## config.mk

```make
export PLATFORM = sky130hd
export DESIGN_NAME = branch_cmp_serial
export DESIGN_NICKNAME = d
export VERILOG_FILES = /design/src/rtl/rv32_branch_pkg.sv /design/src/rtl/cmp_digit.sv /design/src/rtl/branch_cmp_serial.sv
export SDC_FILE = /design/constraint.sdc
export NUM_CORES = 1
export LEC_CHECK = 0
export BUFFER_PORTS_ARGS = -buffer_cell sky130_fd_sc_hd__buf_2
export CELL_PAD_IN_SITES_DETAIL_PLACEMENT = 2
export CELL_PAD_IN_SITES_GLOBAL_PLACEMENT = 2
export CORE_ASPECT_RATIO = 1.4
export CORE_MARGIN = 2
export CORE_UTILIZATION = 33
export CTS_CLUSTER_SIZE = 28
export DETAILED_ROUTE_END_ITERATION = 10
export PLACE_DENSITY_LB_ADDON = 0.1
export SYNTH_ARGS = -nofsm -noshare
export SYNTH_HDL_FRONTEND = slang
export SYNTH_SLANG_ARGS = --single-unit
```

## constraint.sdc

```tcl
create_clock -name clk -period 2.86 [get_ports clk]
set_clock_uncertainty 0.15 [all_clocks]
set_input_delay 0 -clock clk [delete_from_list [all_inputs] [get_ports clk]]
set_output_delay 0 -clock clk [all_outputs]
set_load 0.02 [all_outputs]
```

## src/rtl/rv32_branch_pkg.sv

```systemverilog
// Shared definitions for the RV32I serial branch comparator.
//   - funct3 encodings of the six conditional branches
//   - FSM state encoding
//   - helpers that map (funct3, eq, lt, ltu) to the branch decision
package rv32_branch_pkg;

  localparam logic [2:0] F3_BEQ  = 3'b000;
  localparam logic [2:0] F3_BNE  = 3'b001;
  localparam logic [2:0] F3_BLT  = 3'b100;
  localparam logic [2:0] F3_BGE  = 3'b101;
  localparam logic [2:0] F3_BLTU = 3'b110;
  localparam logic [2:0] F3_BGEU = 3'b111;

  typedef enum logic [1:0] {
    ST_IDLE = 2'd0,
    ST_BUSY = 2'd1,
    ST_DONE = 2'd2
  } state_t;

  // 010 and 011 are the only unused funct3 codes in the branch opcode space.
  function automatic logic f3_illegal(input logic [2:0] f3);
    return (f3 == 3'b010) || (f3 == 3'b011);
  endfunction

  function automatic logic branch_taken(input logic [2:0] f3, input logic eq,
                                        input logic lt, input logic ltu);
    logic t;
    case (f3)
      F3_BEQ:  t = eq;
      F3_BNE:  t = !eq;
      F3_BLT:  t = lt;
      F3_BGE:  t = !lt;
      F3_BLTU: t = ltu;
      F3_BGEU: t = !ltu;
      default: t = 1'b0;
    endcase
    return t;
  endfunction

endpackage

```

## src/rtl/cmp_digit.sv

```systemverilog
// Combinational comparison of one digit pair.
//   a, b : W-bit digits
//   eq   : a == b (AND-reduced bitwise XNOR)
//   lt   : unsigned a < b
module cmp_digit #(
  parameter int W = 4
) (
  input  logic [W-1:0] a,
  input  logic [W-1:0] b,
  output logic         eq,
  output logic         lt
);

  assign eq = &(a ~^ b);
  assign lt = (a < b);

endmodule

```

## src/rtl/branch_cmp_serial.sv

```systemverilog
// Multi-cycle RV32I branch comparator. Compares DIGIT_W bits per cycle,
// MSB first; the first unequal digit settles both equality and the
// unsigned order, the sign bits then resolve the signed order.
// Latency is fixed at XLEN/DIGIT_W cycles from accept to out_valid.
//   clk, rst            : clock, async active-high reset
//   in_valid/in_ready   : operand handshake (ready only in IDLE)
//   rs1, rs2, funct3    : operands and branch type
//   out_valid/out_ready : result handshake
//   taken, eq, lt, ltu  : branch decision and flags (0 unless out_valid)
//   illegal             : funct3 is 010/011 (taken forced 0)
import rv32_branch_pkg::*;

module branch_cmp_serial #(
  parameter int XLEN    = 32,
  parameter int DIGIT_W = 4
) (
  input  logic            clk,
  input  logic            rst,
  input  logic            in_valid,
  output logic            in_ready,
  input  logic [XLEN-1:0] rs1,
  input  logic [XLEN-1:0] rs2,
  input  logic [2:0]      funct3,
  output logic            out_valid,
  input  logic            out_ready,
  output logic            taken,
  output logic            eq,
  output logic            lt,
  output logic            ltu,
  output logic            illegal
);

  localparam int NDIG  = XLEN / DIGIT_W;
  localparam int CNT_W = (NDIG > 1) ? $clog2(NDIG) : 1;

  if (XLEN % DIGIT_W != 0) begin : g_bad_digit_w
    $error("branch_cmp_serial: XLEN must be a multiple of DIGIT_W");
  end

  state_t            state_q, state_d;
  logic [XLEN-1:0]   s1_q, s2_q;
  logic [2:0]        f3_q;
  logic              sign1_q, sign2_q;
  logic              decided_q, ltu_acc_q;
  logic [CNT_W-1:0]  cnt_q;
  logic              eq_q, lt_q, ltu_q, taken_q, illegal_q;

  logic dig_eq, dig_lt;
  logic accept, last_digit, handoff;
  logic decided_n, ltu_n, lt_n;

  cmp_digit #(.W(DIGIT_W)) u_cmp_digit (
    .a  (s1_q[XLEN-1 -: DIGIT_W]),
    .b  (s2_q[XLEN-1 -: DIGIT_W]),
    .eq (dig_eq),
    .lt (dig_lt)
  );

  assign accept     = in_valid && (state_q == ST_IDLE);
  assign last_digit = (state_q == ST_BUSY) && (cnt_q == CNT_W'(NDIG - 1));
  assign handoff    = (state_q == ST_DONE) && out_ready;

  // Verdict including the digit being compared this cycle, so the
  // registered outputs are ready on the same edge that enters DONE.
  assign decided_n = decided_q || !dig_eq;
  assign ltu_n     = decided_q ? ltu_acc_q : (!dig_eq && dig_lt);
  assign lt_n      = (sign1_q != sign2_q) ? sign1_q : ltu_n;

  always_ff @(posedge clk or posedge rst) begin
    if (rst) state_q <= ST_IDLE;
    else     state_q <= state_d;
  end

  // NOTE: every output of an always_comb gets a default first so no path
  // leaves it unassigned, which would otherwise infer a latch.
  always_comb begin
    state_d = state_q;
    case (state_q)
      ST_IDLE: if (in_valid)   state_d = ST_BUSY;
      ST_BUSY: if (last_digit) state_d = ST_DONE;
      ST_DONE: if (out_ready)  state_d = ST_IDLE;
      default:                 state_d = ST_IDLE;
    endcase
  end

  assign in_ready  = (state_q == ST_IDLE);
  assign out_valid = (state_q == ST_DONE);

  // NOTE: sequential state uses non-blocking assignments so every register
  // samples the pre-edge values regardless of statement order.
  always_ff @(posedge clk or posedge rst) begin
    if (rst) begin
      s1_q      <= '0;
      s2_q      <= '0;
      f3_q      <= '0;
      sign1_q   <= 1'b0;
      sign2_q   <= 1'b0;
      decided_q <= 1'b0;
      ltu_acc_q <= 1'b0;
      cnt_q     <= '0;
      eq_q      <= 1'b0;
      lt_q      <= 1'b0;
      ltu_q     <= 1'b0;
      taken_q   <= 1'b0;
      illegal_q <= 1'b0;
    end else if (accept) begin
      s1_q      <= rs1;
      s2_q      <= rs2;
      f3_q      <= funct3;
      sign1_q   <= rs1[XLEN-1];
      sign2_q   <= rs2[XLEN-1];
      decided_q <= 1'b0;
      ltu_acc_q <= 1'b0;
      cnt_q     <= '0;
    end else if (state_q == ST_BUSY) begin
      // The first differing digit freezes the unsigned verdict.
      if (!decided_q && !dig_eq) begin
        decided_q <= 1'b1;
        ltu_acc_q <= dig_lt;
      end
      s1_q  <= s1_q << DIGIT_W;
      s2_q  <= s2_q << DIGIT_W;
      cnt_q <= cnt_q + CNT_W'(1);
      if (last_digit) begin
        eq_q      <= !decided_n;
        ltu_q     <= ltu_n;
        lt_q      <= lt_n;
        illegal_q <= f3_illegal(f3_q);
        taken_q   <= branch_taken(f3_q, !decided_n, lt_n, ltu_n);
      end
    end else if (handoff) begin
      // Flags read 0 whenever out_valid is low.
      eq_q      <= 1'b0;
      lt_q      <= 1'b0;
      ltu_q     <= 1'b0;
      taken_q   <= 1'b0;
      illegal_q <= 1'b0;
    end
  end

  assign eq      = eq_q;
  assign lt      = lt_q;
  assign ltu     = ltu_q;
  assign taken   = taken_q;
  assign illegal = illegal_q;

endmodule
```

==> results of run 1 <==
==> power breakdown <==
| group | internal (mW) | leakage [nW] | switching (mW) | total, mW |
|---|---|---|---|---|
| clock network | 0.697 | 0.142 | 0.468 | 1.17 |
| registers | 1.67 | 1.02 | 0.351 | 2.02 |
| logic | 0.790 | 1.37 | 1.23 | 2.02 |
==> worst max-delay path: cells and delay by family (launching register included) <==
family | cells | cell delay (ps)
AND/OR/NAND/NOR | 3 | 750
buffers and inverters | 1 | 320
flip-flops | 1 | 490
AO/OA/AOI/OAI | 1 | 270
==> metrics by stage <==
stage	total power, mW	cells	utilization [%]	hold slack, ps
after global routing	5.66	668	47.7	155
after CTS	5.27	668	47.7	104
final	5.21	668	47.7	115
after floorplan	3.37	386	-	-44.6
after detailed placement	3.99	583	38.5	-15.1
after global placement	3.88	583	38.5	-15.4
==> cell families (layout without fill, tap and decap cells) <==
kind of cell	Yosys count	count (layout)	share of synthesized area (%)
buffers and inverters	33	174	4.19
AO/OA/AOI/OAI	83	83	16.4
multiplexers	1	1	0.277
flip-flops	81	81	56.1
adder cells (fa/ha/maj)	7	7	2.35
AND/OR/NAND/NOR	181	181	20.8
==> area by class of cell <==
class / count / area, um2
Fill cell: 1170 / 5630
Clock buffer: 11 / 243
Multi-Input combinational cell: 272 / 1450
Timing Repair Buffer: 150 / 1140
Sequential cell: 81 / 2030
Inverter: 8 / 31.3
Clock inverter: 5 / 55.1
Tap cell: 141 / 176
==> what timing repair did <==
action	4_1_cts	5_1_grt
setup endpoints to repair	0	0
hold buffers	69	0
endpoints found under the hold margin	152	0
==> state kept, by name (all words and copies together) (netlist names), 2 cells and up <==
| register | flops |
|---|---|
| f3_q | 3 |
| s1_q | 32 |
| s2_q | 32 |
| cnt_q | 3 |
| state_q | 2 |
==> placed cells by master, fill, tap and decap left out, drive strengths merged, types with 2 or more instances in the layout <==
cell type    count
nand2          145
dfrtp           81
buf             81
dlygate4sd3     69
a22oi           51
o21ai           15
clkbuf          11
nand3           10
nor2             8
inv              7
ha               6
a21oi            5
nor3             4
nand2b           3
a221o            3
clkinv           3
and2             3
a211oi           3
a31oi            2
clkinvlp         2
nor2b            2
nand3b           2
==> worst min path at each step <==
stage	slack (ps)	endpoint	cells after the start
global route	150	s1_q[0]	4
CTS	100	s1_q[1]	4
finish	120	s1_q[1]	4
floorplan	-40	f3_q[0]	2
detailed placement	-20	s1_q[6]	3
global placement	-20	s1_q[6]	3
==> layer usage <==
| metal | track usage [%] | part of all wire, % |
|---|---|---|
| met2 | 38.4 | 54 |
| met5 | 0 | 0 |
| met3 | 3.41 | 2.5 |
| met1 | 25.4 | 42 |
| met4 | 7.99 | 1.5 |
==> summary.md, run 1 <==
| Metric | Value |
|---|---|
| Status | `finished clean` |
| Reg-to-reg startpoint | `state_q[1]` |
| RSZ-0062 raised after global routing | `no` |
| Syn Nets | `463` |
| Number of library cell types mapped by synthesis | `34` |
| Layout cells sized above 1 | `19.9%` |
| Routed wire length | `11,600 um` |
| Ys Warns | `0` |
| Post-route design area | `5130 um2` |
| Seq cells post-synth | `81` |
| Syn Area/Cell | `9.37 um2` |
| Final Max Slew Viols | `0` |
| Via Count | `3,313` |
| Share of the synthesized area in the top cell type | `56.1%` |
| Clk Latency, worst-skew pair | `340 ps` |
| DR WL/cell | `17.3 um` |
| Number of synthesized flops with an enable pin | `0` |
| Final hold viol count | `0` |
| Row cnt | `45` |
| I/O Buffers | `77` |
| Nets | `599` |
| Leakage power | `2.53 nW` |
| Ports | `78` |
| Die Y | `128 um` |
| Setup bufs post-CTS | `0` |
| Worst-Margin Slew | `562 ps` |
| DP HPWL | `6600 um` |
| GP Congestion | `0.746` |
| Max-cap check violation count | `0` |
| CTS Buffer Depth | `2` |
| Min Tclk post-route | `2130 ps` |
| Register area share after synthesis | `56.1%` |
| Top post-synthesis cells by area | `dfrtp_1 56%, nand2_1 15%, a22oi_1 11%` |
| Fin crit share | `74.4%` |
| H-tree levels | `3` |
| CP max FO | `61` |
| Detailed Route Iter0 Violations | `162` |
| CTS sink cnt | `81` |
| Post-Syn Area | `3620 um2` |
| CP Class | `flop to flop` |
| Worst Reg-to-Reg Cells | `5` |
| Via-per-instance ratio | `4.96` |
| Global-route wire length before repair | `19,500 um` |
| Initial core utilization | `33.6%` |
| Top_reg_cell synth | `dfrtp_1` |
| Most frequent cells after synthesis | `145 x nand2_1, 81 x dfrtp_1, 51 x a22oi_1, 13 x buf_2, 12 x o21ai_1` |
| Crit path cell chain | `nor2_1 -> and2_2 -> buf_12 -> nor3_1 -> a221o_1` |
| R2r setup slk | `730 ps` |
| Startpoint types | `flop` |
| Num CTS Buffers | `9` |
| GRT overflow | `0` |
| Total track usage | `21.3%` |
| DRC | `0` |
| Routed Antenna Nets | `0` |
| Crit path capture | `s2_q[30]` |
| Slowest CP cell | `dfrtp_1` |
| Power per Cell Area | `1020 nW/um2` |
| Slew HR | `62.6%` |
| Crit path launch | `state_q[1]` |
| CP arrival | `2200 ps` |
| CTS Root Cell | `clkbuf_16` |
| Gate count of the mapped netlist | `386` |
| Antenna Cells | `0` |
| Die Width | `92.5 um` |
| Critical Path Sink Type | `flop` |
| Max VDD drop | `0.374 mV` |
| Area leader, netlist | `dfrtp_1` |
| Dpl ws | `739 ps` |
| WP data required | `2930 ps` |
| Number of global-route vias before repair | `3,824` |
| Synth-to-Final Area Change | `41.8%` |
| Setup TNS | `0 ps` |
| Cell with the most instances after synthesis | `nand2_1` |
| CP max stage delay | `490 ps` |
| Hold Path Class | `input pin to flop` |
| Post-DP Area | `4140 um2` |
| PostCTS Resize Cnt | `0` |
| Initial antenna violation count | `0` |
| Clk pin slew, worst setup/hold paths | `60 ps` |
| Final setup fails | `0` |
| Largest net degree at the start of global routing | `82` |
| Core ar. | `10,800 um2` |
| TritonCTS clock tree | `done` |
| Die area | `11,800 um2` |
| Hold Path Origin | `in_valid` |
| Max Fclk | `470 MHz` |
| R2r endpoint | `s2_q[30]` |
| TritonRoute pass-1 iters | `6` |
| Async SR Flop Fraction | `100%` |
| Final WS setup | `731 ps` |
(Power assumes the default switching activity.)
==> run 2: changes to the inputs <==
Settings changed: ABC_AREA set to 1, CORE_UTILIZATION 33 to 32.
Clock period 2.86 ns to 2 ns, I/O delays scaled along.
==> run 2 against run 1 <==
  * Die area grew 3.4%
  * Core utilization shrank 1.0 points
  * Routed wire length grew 5.2%
  * Clock-buffer cell count rose by 2
  * Clock power is 50% higher
  * Global-route usage down 0.089 points
  * Sequential share of layout area fell by 0.65 points
  * Hold slack lost 49 ps
  * Critical endpoint is now taken
==> summary.md, run 2 <==
| Metric | Value |
|---|---|
| Hold Path Class | `input pin to asynchronous set/reset pin` |
| Net switching power | `3.00 mW (+46%)` |
| Startpoint types | `flop` |
| Die Y | `130 um (+1.7%)` |
| Antenna Cells | `0 (unchanged)` |
| GRT overflow | `0 (unchanged)` |
| Worst-Margin Slew | `671 ps (+109 ps)` |
| Worst Reg-to-Reg Cells | `13 (+8)` |
| Crit path cell chain | `ha_1 -> nand2_1 -> nor2_2 -> nor2_2 -> nand3_2 -> nand2_1 -> nand2_1 -> nand3_1 -> nand2_1 -> inv_1 -> nand2_1 -> nand2_1 -> nand2_1` |
| CP arrival | `1920 ps (-280 ps)` |
| CTS Buffer Depth | `2 (unchanged)` |
| Most frequent cells after synthesis | `183 x nand2_1, 81 x dfrtp_1, 45 x nand3_1, 23 x inv_1` |
| Slew HR | `55.2% (-7.3 points)` |
| Global-route wire length before repair | `19,900 um (+2.0%)` |
| CP max FO | `4 (-93%)` |
| Final Power | `7.61 mW (+46%)` |
| Min Hold Slack | `66.6 ps (-48.7 ps)` |
| Post-route insts no fill | `713 (+6.7%)` |
| Critical Path Sink Type | `flop` |
| Clk pwr share | `23.0% (+0.6 points)` |
| CP Depth | `13 (+8)` |
| Final Max Slew Viols | `0 (unchanged)` |
| TritonRoute pass-1 iters | `4 (-2)` |
| Via-per-instance ratio | `4.88 (-1.6%)` |
| Final WS setup | `158 ps (-573 ps)` |
| Commonest non-fill, non-tap cell in the layout | `nand2_1` |
| Area leader, netlist | `dfrtp_1` |
| Logic pwr share | `40.5% (+1.7 points)` |
| Min Tclk post-route | `1840 ps (-287 ps)` |
| Register area share after synthesis | `55.9% (-0.19 points)` |
| Via Count | `3,478 (+5.0%)` |
| Routed wire length | `12,200 um (+5.2%)` |
| Largest net degree at the start of global routing | `69 (-16%)` |
| Cell with the most instances after synthesis | `nand2_1` |
| Number of synthesized flops with an enable pin | `0 (unchanged)` |
| Sw frac | `39.4% (+0.076 points)` |
| Power per Cell Area | `1460 nW/um2 (+44%)` |
| Initial antenna violation count | `0 (unchanged)` |
| P_int | `4.61 mW (+46%)` |
| Buf/Inv on CP | `1 (unchanged)` |
| Total track usage | `21.3% (-0.089 points)` |
| Clk Latency, worst-skew pair | `340 ps (about the same)` |
| Commonest non-fill, non-tap cells in the layout | `183 x nand2_1, 81 x dfrtp_1, 77 x buf_2` |
| Placed Cells | `624 (+7.0%)` |
| Status | `finished clean` |
| Max-cap check violation count | `0 (unchanged)` |
| CTS Root Cell | `clkbuf_16` |
| Die area | `12,200 um2 (+3.4%)` |
| Final setup fails | `0 (unchanged)` |
| Layout cells sized above 1 | `19.7% (-0.24 points)` |
| Syn Area/Cell | `8.72 um2 (-6.9%)` |
| CP max stage delay | `390 ps (-100 ps)` |
| RSZ-0062 raised after global routing | `yes` |
| Detailed Route Iter0 Violations | `98 (-40%)` |
| CTS sink cnt | `81 (unchanged)` |
| Setup bufs post-CTS | `0 (unchanged)` |
| Dpl ws | `-356 ps (-1100 ps)` |
| Async SR Flop Fraction | `100% (unchanged)` |
| Sequential Power Share | `36.4% (-2.5 points)` |
| GP Congestion | `0.757 (+1.4%)` |
| DP HPWL | `6850 um (+3.8%)` |
| Slowest CP cell | `dfrtp_1` |
| Final hold viol count | `0 (unchanged)` |
| Top post-synthesis cells by area | `dfrtp_1 56%, nand2_1 19%, nand3_1 6.2%` |
| Initial core utilization | `32.5% (-1.1 points)` |
| I/O Buffers | `77 (unchanged)` |
| TritonCTS clock tree | `done` |
| Syn Nets | `493 (+6.5%)` |
| Routed Antenna Nets | `0 (unchanged)` |
| CP Class | `flop to flop` |
| Regs by FF count | `s1_q x32, s2_q x32` |
| Share of the synthesized area in the top cell type | `55.9% (-0.19 points)` |
| Seq cells post-synth | `81 (unchanged)` |
| H-tree levels | `3 (unchanged)` |
| Core ar. | `11,200 um2 (+3.8%)` |
| Number of library cell types mapped by synthesis | `23 (-32%)` |
| Top delay family on crit path | `simple AND/OR/NAND/NOR gates` |
| Ys Warns | `0 (unchanged)` |
| Number of global-route vias before repair | `3,922 (+2.6%)` |
| CP most frequent cell | `nand2_1` |
| Synth-to-Final Area Change | `43.7%` |
| Gate count of the mapped netlist | `416 (+7.8%)` |
| Leakage power | `2.58 nW (+2.2%)` |
| Nets | `641 (+7.0%)` |
| DR WL/cell | `17.1 um (-1.5%)` |
| Top_reg_cell synth | `dfrtp_1` |
| Row cnt | `46 (+2.2%)` |
| Die Width | `94.0 um (+1.6%)` |
| WP data required | `2070 ps (-860 ps)` |
| DRC | `0 (unchanged)` |
| Num CTS Buffers | `9 (unchanged)` |
| Fillers | `1,246 (+6.5%)` |
| Post-Syn Area | `3630 um2 (+0.35%)` |
| Fin crit share | `92.1% (+18 points)` |
| Max VDD drop | `0.509 mV (+36%)` |
| Max Fclk | `543 MHz (+16%)` |
| Setup TNS | `0 ps (unchanged)` |
| Ports | `78 (unchanged)` |
| Clk pin slew, worst setup/hold paths | `60 ps (about the same)` |
==> run 2: tightest hold or removal path: cells and delay by family <==
kind     cells  cell delay (ps)
buf+inv      3              960
==> run 2: final cells by class <==
type,count,area (um2),area share (%)
well taps,144,180,3.46
flip-flops and latches,81,2030,38.9
clock buffers,13,240,4.61
inverters,28,109,2.09
repair buffers,155,1200,23.0
clock inverters,3,65.1,1.25
multi-input cells,289,1390,26.7
==> run 2: power groups by stage <==
stage	Combinational, mW	Clock (mW)	Sequential, mW
finish	3.09	1.75	2.77
global route	3.54	1.85	2.87
CTS	3.01	1.78	2.77
detailed placement	2.77	0	2.78
global placement	2.63	0	2.74
floorplan	2.07	0	2.71
==> run 2: layer usage <==
layer	vias to the layer above	global-route usage, %	part of all wire (%)
met3	15	3.75	2.4
li1	1647	-	-
met4	0	6.82	1.8
met1	1765	25.6	42
met5	-	0	0
met2	51	38.4	54
==> run 2: worst paths after layout <==
path | from | to | slack (ps)
min in group clk | rs1[13] | s1_q[13] | 270
worst max-delay path | s1_q[31] | taken | 160
worst min-delay path | rst | s2_q[29] | 70
worst max register to register | s1_q[31] | taken | 160
worst min register to register | s2_q[14] | s2_q[14] | 340
max in group asynchronous | rst | s1_q[9] | 950
==> run 2: cell families after synthesis <==
family          synth area share [%]
compound gates                  8.59
simple gates                    26.7
flops                           55.9
buf+inv                         6.59
xor+xnor                       0.241
fa+ha+maj                       2.07
==> run 2: timing repair <==
item                                   CTS  global route
gates resized for setup                  4             7
pin swaps                                1             0
hold buffers                            70             0
cloned                                   2             1
endpoints found under the hold margin  156             0
setup endpoints to repair               32            30
==> run 2: metrics by stage <==
step | utilization, % | instance area (um2)
global route | 46.7 | 5210
CTS | 46.2 | 5160
detailed placement | 37.0 | 4130
floorplan | - | 3630
global placement | 37.0 | 4130
finish | 46.7 | 5210
